[config.mk]
export PLATFORM = sky130hd
export DESIGN_NAME = mem_ram_bist
export DESIGN_NICKNAME = d
export VERILOG_FILES = /design/src/rtl/mem_ram_bist.sv
export SDC_FILE = /design/constraint.sdc
export NUM_CORES = 1
export LEC_CHECK = 0
export ABC_AREA = 1
export CAP_MARGIN = 20
export CORE_MARGIN = 1.5
export CORE_UTILIZATION = 35
export CTS_CLUSTER_DIAMETER = 100
export DETAILED_ROUTE_END_ITERATION = 12
export HOLD_SLACK_MARGIN = 0.02
export PLACE_DENSITY_LB_ADDON = 0.12
export SYNTH_ARGS = -nofsm -noshare
export SYNTH_HDL_FRONTEND = slang
export SYNTH_SLANG_ARGS = --single-unit
[constraint.sdc]
create_clock -name clk -period 15.25 [get_ports clk]
set_input_delay 3.8125 -clock clk [delete_from_list [all_inputs] [get_ports clk]]
set_output_delay 3.8125 -clock clk [all_outputs]
set_load 0.005 [all_outputs]
[src/rtl/mem_ram_bist.sv]
// 1R1W synchronous RAM with configurable read latency and a built-in March
// (w0, r0w1, r1w0, r0) self-test engine that compares at the read pipeline output.
module mem_ram_bist #(
   parameter int unsigned WIDTH  = 73,
   parameter int unsigned AW     = 2,
   parameter int unsigned RD_LAT = 2
) (
   input  logic             clk,
   input  logic             rst,
   input  logic             ram_wr_en,
   input  logic [AW-1:0]    ram_wr_addr,
   input  logic [WIDTH-1:0] ram_wr_data,
   input  logic             ram_rd_en,
   input  logic [AW-1:0]    ram_rd_addr,
   output logic [WIDTH-1:0] ram_rd_data,
   output logic             ram_rd_valid,
   input  logic             bist_start,
   output logic             bist_busy,
   output logic             bist_done,
   output logic             bist_fail,
   output logic [AW-1:0]    bist_fail_addr,
   input  logic             tst_err_inj
);
   localparam int unsigned   DEPTH    = 2 ** AW;
   localparam int unsigned   LAST     = RD_LAT - 1;
   localparam logic [AW-1:0] ADDR_MAX = AW'(DEPTH - 1);

   typedef enum logic [2:0] {StIdle, StW0, StR0W1, StR1W0, StR0, StDrain, StDone} state_e;

   state_e        state_q, state_d;
   logic [AW-1:0] addr_q, addr_d;
   logic          drain_q, drain_d;

   logic             mem_we, mem_re, rd_exp;
   logic [AW-1:0]    mem_waddr, mem_raddr;
   logic [WIDTH-1:0] mem_wdata;
   logic             start_acc, bist_fin, busy;

   logic [WIDTH-1:0] mem [DEPTH];

   logic [WIDTH-1:0] p_data_q [RD_LAT];
   logic [AW-1:0]    p_addr_q [RD_LAT];
   logic [RD_LAT-1:0] p_valid_q, p_bist_q, p_exp_q;

   logic [WIDTH-1:0] rd_data_q;
   logic             rd_valid_q, done_q, fail_q, last_miscmp;
   logic [AW-1:0]    fail_addr_q;

   assign busy = (state_q != StIdle) && (state_q != StDone);

   always_comb begin
      state_d   = state_q;
      addr_d    = addr_q;
      drain_d   = drain_q;
      mem_we    = 1'b0;
      mem_re    = 1'b0;
      mem_waddr = addr_q;
      mem_raddr = addr_q;
      mem_wdata = '0;
      rd_exp    = 1'b0;
      start_acc = 1'b0;
      bist_fin  = 1'b0;
      case (state_q)
         StIdle, StDone: begin
            mem_we    = ram_wr_en;
            mem_waddr = ram_wr_addr;
            mem_wdata = ram_wr_data;
            mem_re    = ram_rd_en;
            mem_raddr = ram_rd_addr;
            if (bist_start) begin
               start_acc = 1'b1;
               state_d   = StW0;
               addr_d    = '0;
            end
         end
         StW0: begin
            mem_we = 1'b1;
            addr_d = addr_q + 1'b1;
            if (addr_q == ADDR_MAX) state_d = StR0W1;
         end
         StR0W1: begin
            mem_re    = 1'b1;
            mem_we    = 1'b1;
            mem_wdata = '1;
            addr_d    = addr_q + 1'b1;
            if (addr_q == ADDR_MAX) begin
               state_d = StR1W0;
               addr_d  = ADDR_MAX;
            end
         end
         StR1W0: begin
            mem_re = 1'b1;
            mem_we = 1'b1;
            rd_exp = 1'b1;
            addr_d = addr_q - 1'b1;
            if (addr_q == '0) begin
               state_d = StR0;
               addr_d  = '0;
            end
         end
         StR0: begin
            mem_re = 1'b1;
            addr_d = addr_q + 1'b1;
            if (addr_q == ADDR_MAX) state_d = StDrain;
         end
         StDrain: begin
            drain_d = drain_q + 1'b1;
            if (drain_q == 1'(LAST)) begin
               state_d  = StDone;
               drain_d  = 1'b0;
               bist_fin = 1'b1;
            end
         end
         default: state_d = StIdle;
      endcase
   end

   always_ff @(posedge clk) begin
      if (rst) begin
         state_q <= StIdle;
         addr_q  <= '0;
         drain_q <= 1'b0;
      end else begin
         state_q <= state_d;
         addr_q  <= addr_d;
         drain_q <= drain_d;
      end
   end

   // Array deliberately has no reset.
   always_ff @(posedge clk) begin
      if (mem_we) mem[mem_waddr] <= mem_wdata;
   end

   // Stage 0 samples the array (read-before-write); later stages just delay.
   always_ff @(posedge clk) begin
      if (rst) begin
         for (int i = 0; i < int'(RD_LAT); i++) begin
            p_data_q[i] <= '0;
            p_addr_q[i] <= '0;
         end
         p_valid_q <= '0;
         p_bist_q  <= '0;
         p_exp_q   <= '0;
      end else begin
         p_data_q[0]  <= mem[mem_raddr] ^ {{(WIDTH - 1){1'b0}}, tst_err_inj};
         p_addr_q[0]  <= mem_raddr;
         p_valid_q[0] <= mem_re;
         p_bist_q[0]  <= busy;
         p_exp_q[0]   <= rd_exp;
         for (int i = 1; i < int'(RD_LAT); i++) begin
            p_data_q[i]  <= p_data_q[i-1];
            p_addr_q[i]  <= p_addr_q[i-1];
            p_valid_q[i] <= p_valid_q[i-1];
            p_bist_q[i]  <= p_bist_q[i-1];
            p_exp_q[i]   <= p_exp_q[i-1];
         end
      end
   end

   assign last_miscmp = p_valid_q[LAST] & p_bist_q[LAST] &
                        (p_data_q[LAST] != {WIDTH{p_exp_q[LAST]}});

   always_ff @(posedge clk) begin
      if (rst) begin
         rd_data_q   <= '0;
         rd_valid_q  <= 1'b0;
         done_q      <= 1'b0;
         fail_q      <= 1'b0;
         fail_addr_q <= '0;
      end else begin
         rd_valid_q <= p_valid_q[LAST] & ~p_bist_q[LAST];
         if (p_valid_q[LAST] & ~p_bist_q[LAST]) rd_data_q <= p_data_q[LAST];
         if (start_acc) begin
            done_q      <= 1'b0;
            fail_q      <= 1'b0;
            fail_addr_q <= '0;
         end else begin
            if (bist_fin) done_q <= 1'b1;
            // Only the first miscompare of a run is recorded.
            if (last_miscmp && !fail_q) begin
               fail_q      <= 1'b1;
               fail_addr_q <= p_addr_q[LAST];
            end
         end
      end
   end

   assign ram_rd_data    = rd_data_q;
   assign ram_rd_valid   = rd_valid_q;
   assign bist_busy      = busy;
   assign bist_done      = done_q;
   assign bist_fail      = fail_q;
   assign bist_fail_addr = fail_addr_q;

endmodule
==> results_dict.tcl, run 1 <==
set metrics [dict create \
    finalPower_mw 4.99 \
    synth_cells 1776 \
    vias 12300 \
    startpoint "ram_rd_addr[0]" \
    grt_max_degree 92 \
    timing.critical_path.from_type "input port" \
    number_of_flops_mapped_to_enable_cells_by_yosys 292 \
    post-route-util_pct 42.9 \
    grt_overflow 0 \
    dominant_cell_by_count_in_the_synthesized_netlist "nor2_1" \
    routedWlPerCell_um 17.5 \
    vdd_drop_max_uv 92.6 \
    fp.dieH_um 236 \
    drtPass1Iterations 5 \
    endpoint_kind "register" \
    dp_hpwl_um 27900 \
    final.setup_skew_ns 0.0109 \
    setup_total_negative_slack_ns 0 \
    placement_stage_cell_area_um2 21300 \
    class_of_the_tightest_hold_or_removal_check "register to register" \
    worst-slew-pin-transition_ns 1.03 \
    drc 0 \
    syn_avg_cell_area_um2 10.7 \
    async_flop_share_pct 0 \
    multi_input_comb_area_um2 4640 \
    yosys-top-cells-area "edfxtp_1 (46%), dfxtp_1 (25%), nor2_1 (8.3%)" \
    post_drt_via_cell_ratio 4.65 \
    area_growth_pct 21.1 \
    max_freq_ghz 0.158 \
    tritoncts.num_buffers 54 \
    post-place-cells 2555 \
    die_area_um2 55800 \
    worst_hold_startpoint "p_data_q[0][65]$_SDFF_PP0_" \
    finalSetupViolations 0 \
    stdcell_count 2655 \
    route.antenna.remaining_nets 0 \
    power.density_nw_per_um2 216 \
    final_min_period_over_clock_period_pct 41.5 \
    critPathRequiredTime_ns 15.76 \
    gp_congestion 0.776 \
    boundaryPins 162 \
    cts_max_level 2 \
    initial_antenna_violation_count 0 \
    finalCriticalPeriod_ns 6.33 \
    clock_path_buffers 3 \
    area_of_the_placeable_core_um2 53800 \
    postSynthNetCount 1867 \
    cts-resized-gates 0 \
    nets 2006 \
    clkSlewWorstSetupHoldPaths_ns 0.06 \
    worst_slack_at_placement_ns 8.30 \
    post_route_cells_drive_above_1_share_pct 6.94 \
    critical_path_class "input port to register" \
    post-synth-top-area-fraction_pct 46.0 \
    grt_setup_unrepaired "false" \
    setup_slack_reg_to_reg_ns 11.82 \
    floorplan.initialDensity_pct 35.4 \
    floorplan.rows 85 \
    grt_pass1_wl_um 71600 \
    cp.arrival_ns 6.84 \
    synth.ff_latch_count 532 \
    synth_sequential_area_ratio_pct 71.2 \
    cell_at_the_root_of_the_clock_tree "clkbuf_16" \
    worst-path-max-fanout 91 \
    synth_common_cells "nor2_1 (420), edfxtp_1 (292), dfxtp_1 (240), nand2_1 (240), o21ai_0 (175)" \
    yosysUniqueCellTypes 31 \
    clock_tree_from_tritoncts "built" \
    route.final.wire_length_um 46400 \
    gr_usage_total_pct 16.6 \
    final_design_area_no_fill_um2 23100 \
    timing_max_transition_violations_final 0 \
    cts.hold.buffers_added 0 \
    first_global_vias 12200 \
    netlist_area_um2 19100 \
    synth.yosys.warnings 0 \
    synth_area_leader_cell "edfxtp_1" \
    max_slew_margin_pct 31.7 \
    placement.io_buffers 161 \
    post-cts-setup-buffers 0 \
    power.leakage_nw 8.83 \
    post-route-worst-setup-slack_ns 8.92 \
    clock_sink_count 532 \
    holdWs_ns 0.396 \
    synth_flop_cell "edfxtp_1" \
    insertion_delay_ns 0.60 \
    outcome "completed" \
    cap_viol_max_count 0 \
    timing.final.hold_violations 0 \
    dr.first_iter.drc_count 819 \
    crit-reg2reg-launch "state_q[2]$_SDFFE_PP0P_" \
    insertedDiodeCount 0 \
    die_x_um 236 \
    n_fill_cell 5184 \
    seq_area_um2 13600 \
]
-- power by group --
group          internal, mW  switching [mW]  total [mW]
clock                 0.795           0.543        1.34
combinational         0.370           0.924        1.29
sequential             2.19           0.170        2.36
total                  3.36            1.64        4.99
-- cell usage in the layout (no fill, tap or decap), types with 17 or more instances in the layout --
cell and instances:
nor2_1 415, edfxtp_1 292, dfxtp_1 240, nand2_1 239, o21ai_0 175, clkdlybuf4s50_1 160, inv_1 106, o22ai_1 72
clkbuf_16 55, o21ai_1 49, a21oi_1 17, buf_4 17
-- worst paths after layout --
kind,end,depth (start not counted)
worst max-delay path,p_data_q[0][39]$_SDFF_PP0_,8
worst min-delay path,p_data_q[0][138]$_SDFF_PP0_,2
worst max register to register,p_data_q[0][39]$_SDFF_PP0_,9
worst min register to register,p_data_q[0][138]$_SDFF_PP0_,2
-- final cells by class --
class                           instances  share of cell area, %
Sequential cell                       532                   58.8
Tap cell                              696                   3.77
Multi-Input combinational cell       1035                   20.1
Timing Repair Buffer                  179                   7.60
Inverter                              113                   1.85
Clock buffer                           70                   6.51
Clock inverter                         30                   1.33
-- cells by family after synthesis --
family                   count (synthesis)  synth area share [%]
AND/OR/NAND/NOR                        705                  14.5
flip-flops                             532                  71.2
AO/OA/AOI/OAI                          322                  9.09
buffers and inverters                  209                  4.64
adder cells (fa/ha/maj)                  8                 0.525
-- flip-flops by register name (all words and copies together) (netlist names), 2 cells and up --
signal and cells:
p_addr_q 4, mem 292, addr_q 2, state_q 3
p_data_q 146, p_exp_q 2, p_valid_q 2, ram_rd_data 73
bist_fail_addr 2, p_bist_q 2
-- per-layer routing --
layer | GRT usage [%] | vias up | share of wire [%]
met5 | 0 | - | 0
met4 | 5.40 | 0 | 2.4
met3 | 2.24 | 71 | 4.1
met2 | 24.6 | 251 | 43
met1 | 24.9 | 5795 | 51
li1 | - | 6218 | -
-- worst max-delay path, stage by stage --
cell             delay (ns)
clkdlybuf4s50_1        0.46
inv_1                  0.04
nand2_1                0.10
nand2_4                0.43
inv_4                  0.94
buf_4                  0.67
nor2_1                 0.09
o22ai_1                0.19
No activity file was read; power rests on OpenSTA's default activity.
==> run 2: changes to the inputs <==
==> constraint.sdc (replaced) <==
create_clock -name clk -period 6.17 [get_ports clk]
set_input_delay 1.5425 -clock clk [delete_from_list [all_inputs] [get_ports clk]]
set_output_delay 1.5425 -clock clk [all_outputs]
set_load 0.005 [all_outputs]
==> results_dict.tcl, run 2 (same netlist as run 1, synthesis figures left out) <==
set metrics [dict create \
    outcome "completed" \
    clock_sink_count 532 \
    placement.io_buffers 161 \
    insertion_delay_ns 0.60 \
    initial_antenna_violation_count 0 \
    cell_at_the_root_of_the_clock_tree "clkbuf_16" \
    tritoncts.num_buffers 54 \
    critical_path_class "register to output pin" \
    placement_stage_cell_area_um2 21300 \
    clock_path_buffers 3 \
    routedWlPerCell_um 17.6 \
    cts-resized-gates 0 \
    drc 0 \
    dp_hpwl_um 28100 \
    finalPower_mw 12.4 \
    floorplan.rows 85 \
    die_x_um 236 \
    post-cts-setup-buffers 0 \
    clkSlewWorstSetupHoldPaths_ns 0.06 \
    fp.dieH_um 236 \
    area_of_the_placeable_core_um2 53800 \
    gp_congestion 0.760 \
    worst-slew-pin-transition_ns 1.02 \
    nets 2006 \
    route.final.wire_length_um 46800 \
    grt_overflow 0 \
    timing.critical_path.from_type "register" \
    timing_max_transition_violations_final 0 \
    final_min_period_over_clock_period_pct 58.5 \
    timing.final.hold_violations 0 \
    area_growth_pct 21.5 \
    critical_path.endpoint "bist_busy" \
    power.density_nw_per_um2 534 \
    worst_r2r_endpoint "p_data_q[0][55]$_SDFF_PP0_" \
    die_area_um2 55800 \
    endpoint_kind "output pin" \
    setup_total_negative_slack_ns 0 \
    critPathRequiredTime_ns 4.63 \
    insertedDiodeCount 0 \
    layout_common_cells "nor2_1 (415), edfxtp_1 (292), dfxtp_1 (240), nand2_1 (239), o21ai_0 (175)" \
    post_drt_via_cell_ratio 4.66 \
    startpoint "state_q[2]$_SDFFE_PP0P_" \
    route.antenna.remaining_nets 0 \
    cap_viol_max_count 0 \
    grt_setup_unrepaired "false" \
    gr_usage_total_pct 16.6 \
    setup_slack_reg_to_reg_ns 2.87 \
    worst_r2r_path_depth 9 \
    power.leakage_nw 8.84 \
    class_of_the_tightest_hold_or_removal_check "register to register" \
    max_slew_margin_pct 32.0 \
    final_design_area_no_fill_um2 23100 \
    worst-path-max-fanout 10 \
    top_register_by_number_of_flip_flops "mem" \
    dr.first_iter.drc_count 817 \
    vias 12400 \
    crit-reg2reg-launch "state_q[1]$_SDFFE_PP0P_" \
    grt_pass1_wl_um 71500 \
    largest_register_ff_count 292 \
    mostFrequentLayoutCell "nor2_1" \
    clock_tree_from_tritoncts "built" \
    first_global_vias 12000 \
    floorplan.initialDensity_pct 35.4 \
    cp.arrival_ns 2.07 \
    boundaryPins 162 \
    cts_max_level 2 \
    drtPass1Iterations 5 \
    cts.hold.buffers_added 0 \
    vdd_drop_max_uv 272 \
    final.setup_skew_ns 0.0129 \
    grt_max_degree 101 \
    post_route_cells_drive_above_1_share_pct 6.53 \
    max_freq_ghz 0.277 \
    finalCriticalPeriod_ns 3.61 \
    finalSetupViolations 0 \
]
[run 2: layout make-up]
cell class              count  area, um^2
well taps                 696         871
clock inverters            15         148
multi-input cells        1035        4640
flip-flops and latches    532       13600
repair buffers            179        1820
fillers                  5150       30700
clock buffers              87        1660
inverters                 113         428
[run 2: power by group]
group / total [mW] / internal [mW] / switching, mW
Combinational: 3.25 / 0.956 / 2.29
Sequential: 5.83 / 5.41 / 0.421
Clock: 3.28 / 1.96 / 1.32
[run 2: stage by stage]
| stage | worst slack [ns] | hold slack (ns) | std cells | util, % |
|---|---|---|---|---|
| 2_1_floorplan | 0.721 | 0.388 | 1776 | - |
| 3_3_place_gp | 2.01 | 0.391 | 2554 | 39.6 |
| 3_5_place_dp | 1.97 | 0.393 | 2554 | 39.6 |
| 4_1_cts | 2.51 | 0.396 | 2656 | 43.0 |
| 5_1_grt | 2.40 | 0.406 | 2657 | 43.0 |
| 6_report | 2.56 | 0.394 | 2657 | 43.0 |
[run 2: how the worst min path moves through the flow]
stage | from | to | cells past startpoint
finish | p_data_q[0][48]$_SDFF_PP0_ | p_data_q[0][121]$_SDFF_PP0_ | 2
detailed placement | p_data_q[0][11]$_SDFF_PP0_ | p_data_q[0][84]$_SDFF_PP0_ | 2
global placement | p_data_q[0][67]$_SDFF_PP0_ | p_data_q[0][140]$_SDFF_PP0_ | 2
CTS | p_data_q[0][48]$_SDFF_PP0_ | p_data_q[0][121]$_SDFF_PP0_ | 2
global route | p_data_q[0][48]$_SDFF_PP0_ | p_data_q[0][121]$_SDFF_PP0_ | 2
floorplan | p_addr_q[0][0]$_SDFF_PP0_ | p_addr_q[1][0]$_SDFF_PP0_ | 2
[run 2: layer usage]
metal | part of all wire (%) | track usage, % | vias to the layer above
met2 | 43 | 24.6 | 263
met4 | 1.9 | 4.47 | 0
met1 | 51 | 24.9 | 5844
met3 | 4.5 | 2.87 | 66
li1 | - | - | 6220
met5 | 0 | 0 | -
[run 2: critical path, cell delays in order (launching register included)]
cell and delay (ns):
dfxtp_1 0.45, inv_2 0.16, o21ai_4 0.30, clkdlybuf4s50_1 0.56
==> run 3: changes to the inputs <==
==> constraint.sdc (replaced) <==
create_clock -name clk -period 3.45 [get_ports clk]
set_input_delay 0.8625 -clock clk [delete_from_list [all_inputs] [get_ports clk]]
set_output_delay 0.8625 -clock clk [all_outputs]
set_load 0.005 [all_outputs]
==> results_dict.tcl, run 3 (same netlist as run 1, synthesis figures left out) <==
set metrics [dict create \
    outcome "completed" \
    max_slew_margin_pct 50.4 \
    critPathRequiredTime_ns 2.59 \
    power.density_nw_per_um2 967 \
    finalSetupViolations 0 \
    drtPass1Iterations 5 \
    final_min_period_over_clock_period_pct 85.1 \
    timing_max_transition_violations_final 0 \
    dp_hpwl_um 30600 \
    insertion_delay_ns 0.60 \
    worst_r2r_endpoint "mem[2][59]$_DFFE_PP_" \
    dr.first_iter.drc_count 792 \
    worst-path-max-fanout 10 \
    final.setup_skew_ns 0.0135 \
    stdcell_count 2682 \
    layout_common_cells "nor2_1 (415), edfxtp_1 (292), dfxtp_1 (240), nand2_1 (239), o21ai_0 (175)" \
    cp.arrival_ns 2.07 \
    post-place-cells 2579 \
    finalCriticalPeriod_ns 2.94 \
    crit-reg2reg-launch "state_q[2]$_SDFFE_PP0P_" \
    initial_antenna_violation_count 1 \
    path_buf_inv 2 \
    crit_path_cells "inv_2 -> o21ai_4 -> clkdlybuf4s50_1" \
    vias 12600 \
    grt_pass1_wl_um 73900 \
    cts_max_level 2 \
    critical_path_class "register to output pin" \
    post-cts-setup-buffers 0 \
    endpoint_kind "output pin" \
    drc 0 \
    vdd_drop_max_uv 682 \
    cap_viol_max_count 0 \
    cts-resized-gates 0 \
    power.leakage_nw 9.03 \
    routedWlPerCell_um 17.8 \
    top_register_by_number_of_flip_flops "mem" \
    critical_path.slowest_cell "clkdlybuf4s50_1" \
    die_area_um2 55800 \
    crit_family "buffers and inverters" \
    gp_congestion 0.756 \
    clock_sink_count 532 \
    floorplan.initialDensity_pct 35.4 \
    largest_register_ff_count 292 \
    worst_r2r_path_depth 7 \
    critical_path.endpoint "bist_busy" \
    clock_tree_from_tritoncts "built" \
    area_growth_pct 23.6 \
    insertedDiodeCount 0 \
    die_x_um 236 \
    placement.io_buffers 161 \
    post-route-util_pct 43.8 \
    worst_path_largest_cell_delay_ns 0.55 \
    gr_usage_total_pct 17.0 \
    area_of_the_placeable_core_um2 53800 \
    timing.critical_path.from_type "register" \
    boundaryPins 162 \
    clock_path_buffers 3 \
    class_of_the_tightest_hold_or_removal_check "register to register" \
    mostFrequentLayoutCell "nor2_1" \
    post_route_cells_drive_above_1_share_pct 7.75 \
    grt_overflow 0 \
    worst-slew-pin-transition_ns 0.743 \
    startpoint "state_q[2]$_SDFFE_PP0P_" \
    max_freq_ghz 0.341 \
    setup_slack_reg_to_reg_ns 0.85 \
    cts.hold.buffers_added 0 \
    multi_input_comb_area_um2 4640 \
    n_fill_cell 5149 \
    nets 2031 \
    post_drt_via_cell_ratio 4.69 \
    route.antenna.remaining_nets 0 \
    first_global_vias 12500 \
    route.final.wire_length_um 47700 \
    placement_stage_cell_area_um2 21700 \
    final_design_area_no_fill_um2 23600 \
    cell_at_the_root_of_the_clock_tree "clkbuf_16" \
    clkSlewWorstSetupHoldPaths_ns 0.06 \
    seq_area_um2 13600 \
    critical_path_cell_count 3 \
    timing.final.hold_violations 0 \
    floorplan.rows 85 \
    tritoncts.num_buffers 55 \
    fp.dieH_um 236 \
    grt_setup_unrepaired "false" \
    grt_max_degree 148 \
]
-- run 3: cell count changes in the layout (fill, tap and decap cells not counted) --
cell,change
clkbuf_8,-2
clkinvlp_4,+2
clkinv_2,+1
clkinv_1,-1
clkinv_4,-1
buf_16,-1
buf_12,+16
bufinv_16,+3
buf_4,+9
clkbuf_16,-1
-- run 3: how the worst min path moves through the flow --
stage / from / end / cells past startpoint
after floorplan: p_addr_q[0][0]$_SDFF_PP0_ / p_addr_q[1][0]$_SDFF_PP0_ / 2
after global placement: p_data_q[0][64]$_SDFF_PP0_ / p_data_q[0][137]$_SDFF_PP0_ / 2
after detailed placement: p_data_q[0][64]$_SDFF_PP0_ / p_data_q[0][137]$_SDFF_PP0_ / 2
after CTS: p_data_q[0][57]$_SDFF_PP0_ / p_data_q[0][130]$_SDFF_PP0_ / 2
after global routing: p_data_q[0][64]$_SDFF_PP0_ / p_data_q[0][137]$_SDFF_PP0_ / 2
final: p_data_q[0][64]$_SDFF_PP0_ / p_data_q[0][137]$_SDFF_PP0_ / 2
-- run 3: cell type report --
| type | count | share of cell area (%) |
|---|---|---|
| clock buffer | 84 | 6.83 |
| clock inverter | 19 | 1.04 |
| inverter | 113 | 1.82 |
| multi-input combinational | 1035 | 19.7 |
| sequential | 532 | 57.6 |
| tap | 696 | 3.70 |
| timing repair buffer | 203 | 9.28 |
-- run 3: metal layers --
layer,GRT usage (%),vias up,part of all wire [%]
li1,-,6267,-
met1,25.0,5994,51
met2,26.0,258,43
met3,3.11,62,4.1
met4,4.14,2,1.9
met5,0,-,0.021
-- run 3: stage by stage --
stage | TNS, ns | power [mW] | hold slack, ns | setup slack, ns
2_1_floorplan | -38.86 | 14.2 | 0.388 | -0.230
3_3_place_gp | 0 | 16.9 | 0.391 | 0.305
3_5_place_dp | 0 | 17.0 | 0.393 | 0.349
4_1_cts | 0 | 23.1 | 0.401 | 0.474
5_1_grt | 0 | 24.1 | 0.410 | 0.410
6_report | 0 | 22.8 | 0.400 | 0.514
-- run 3: power breakdown --
group          leakage (nW)  total (mW)  switching [mW]  internal (mW)
registers              4.69        10.4           0.770           9.67
logic                  3.44        6.33            4.32           2.01
clock network         0.901        6.01            2.37           3.64
total                  9.03        22.8            7.45           15.3
-- run 3: tightest hold or removal path, delay by kind of cell (launching register included) --
| family | cells | cell delay [ns] |
|---|---|---|
| buffers and inverters | 1 | 0.04 |
| DFF | 1 | 0.29 |
| and+or+nand+nor | 1 | 0.03 |
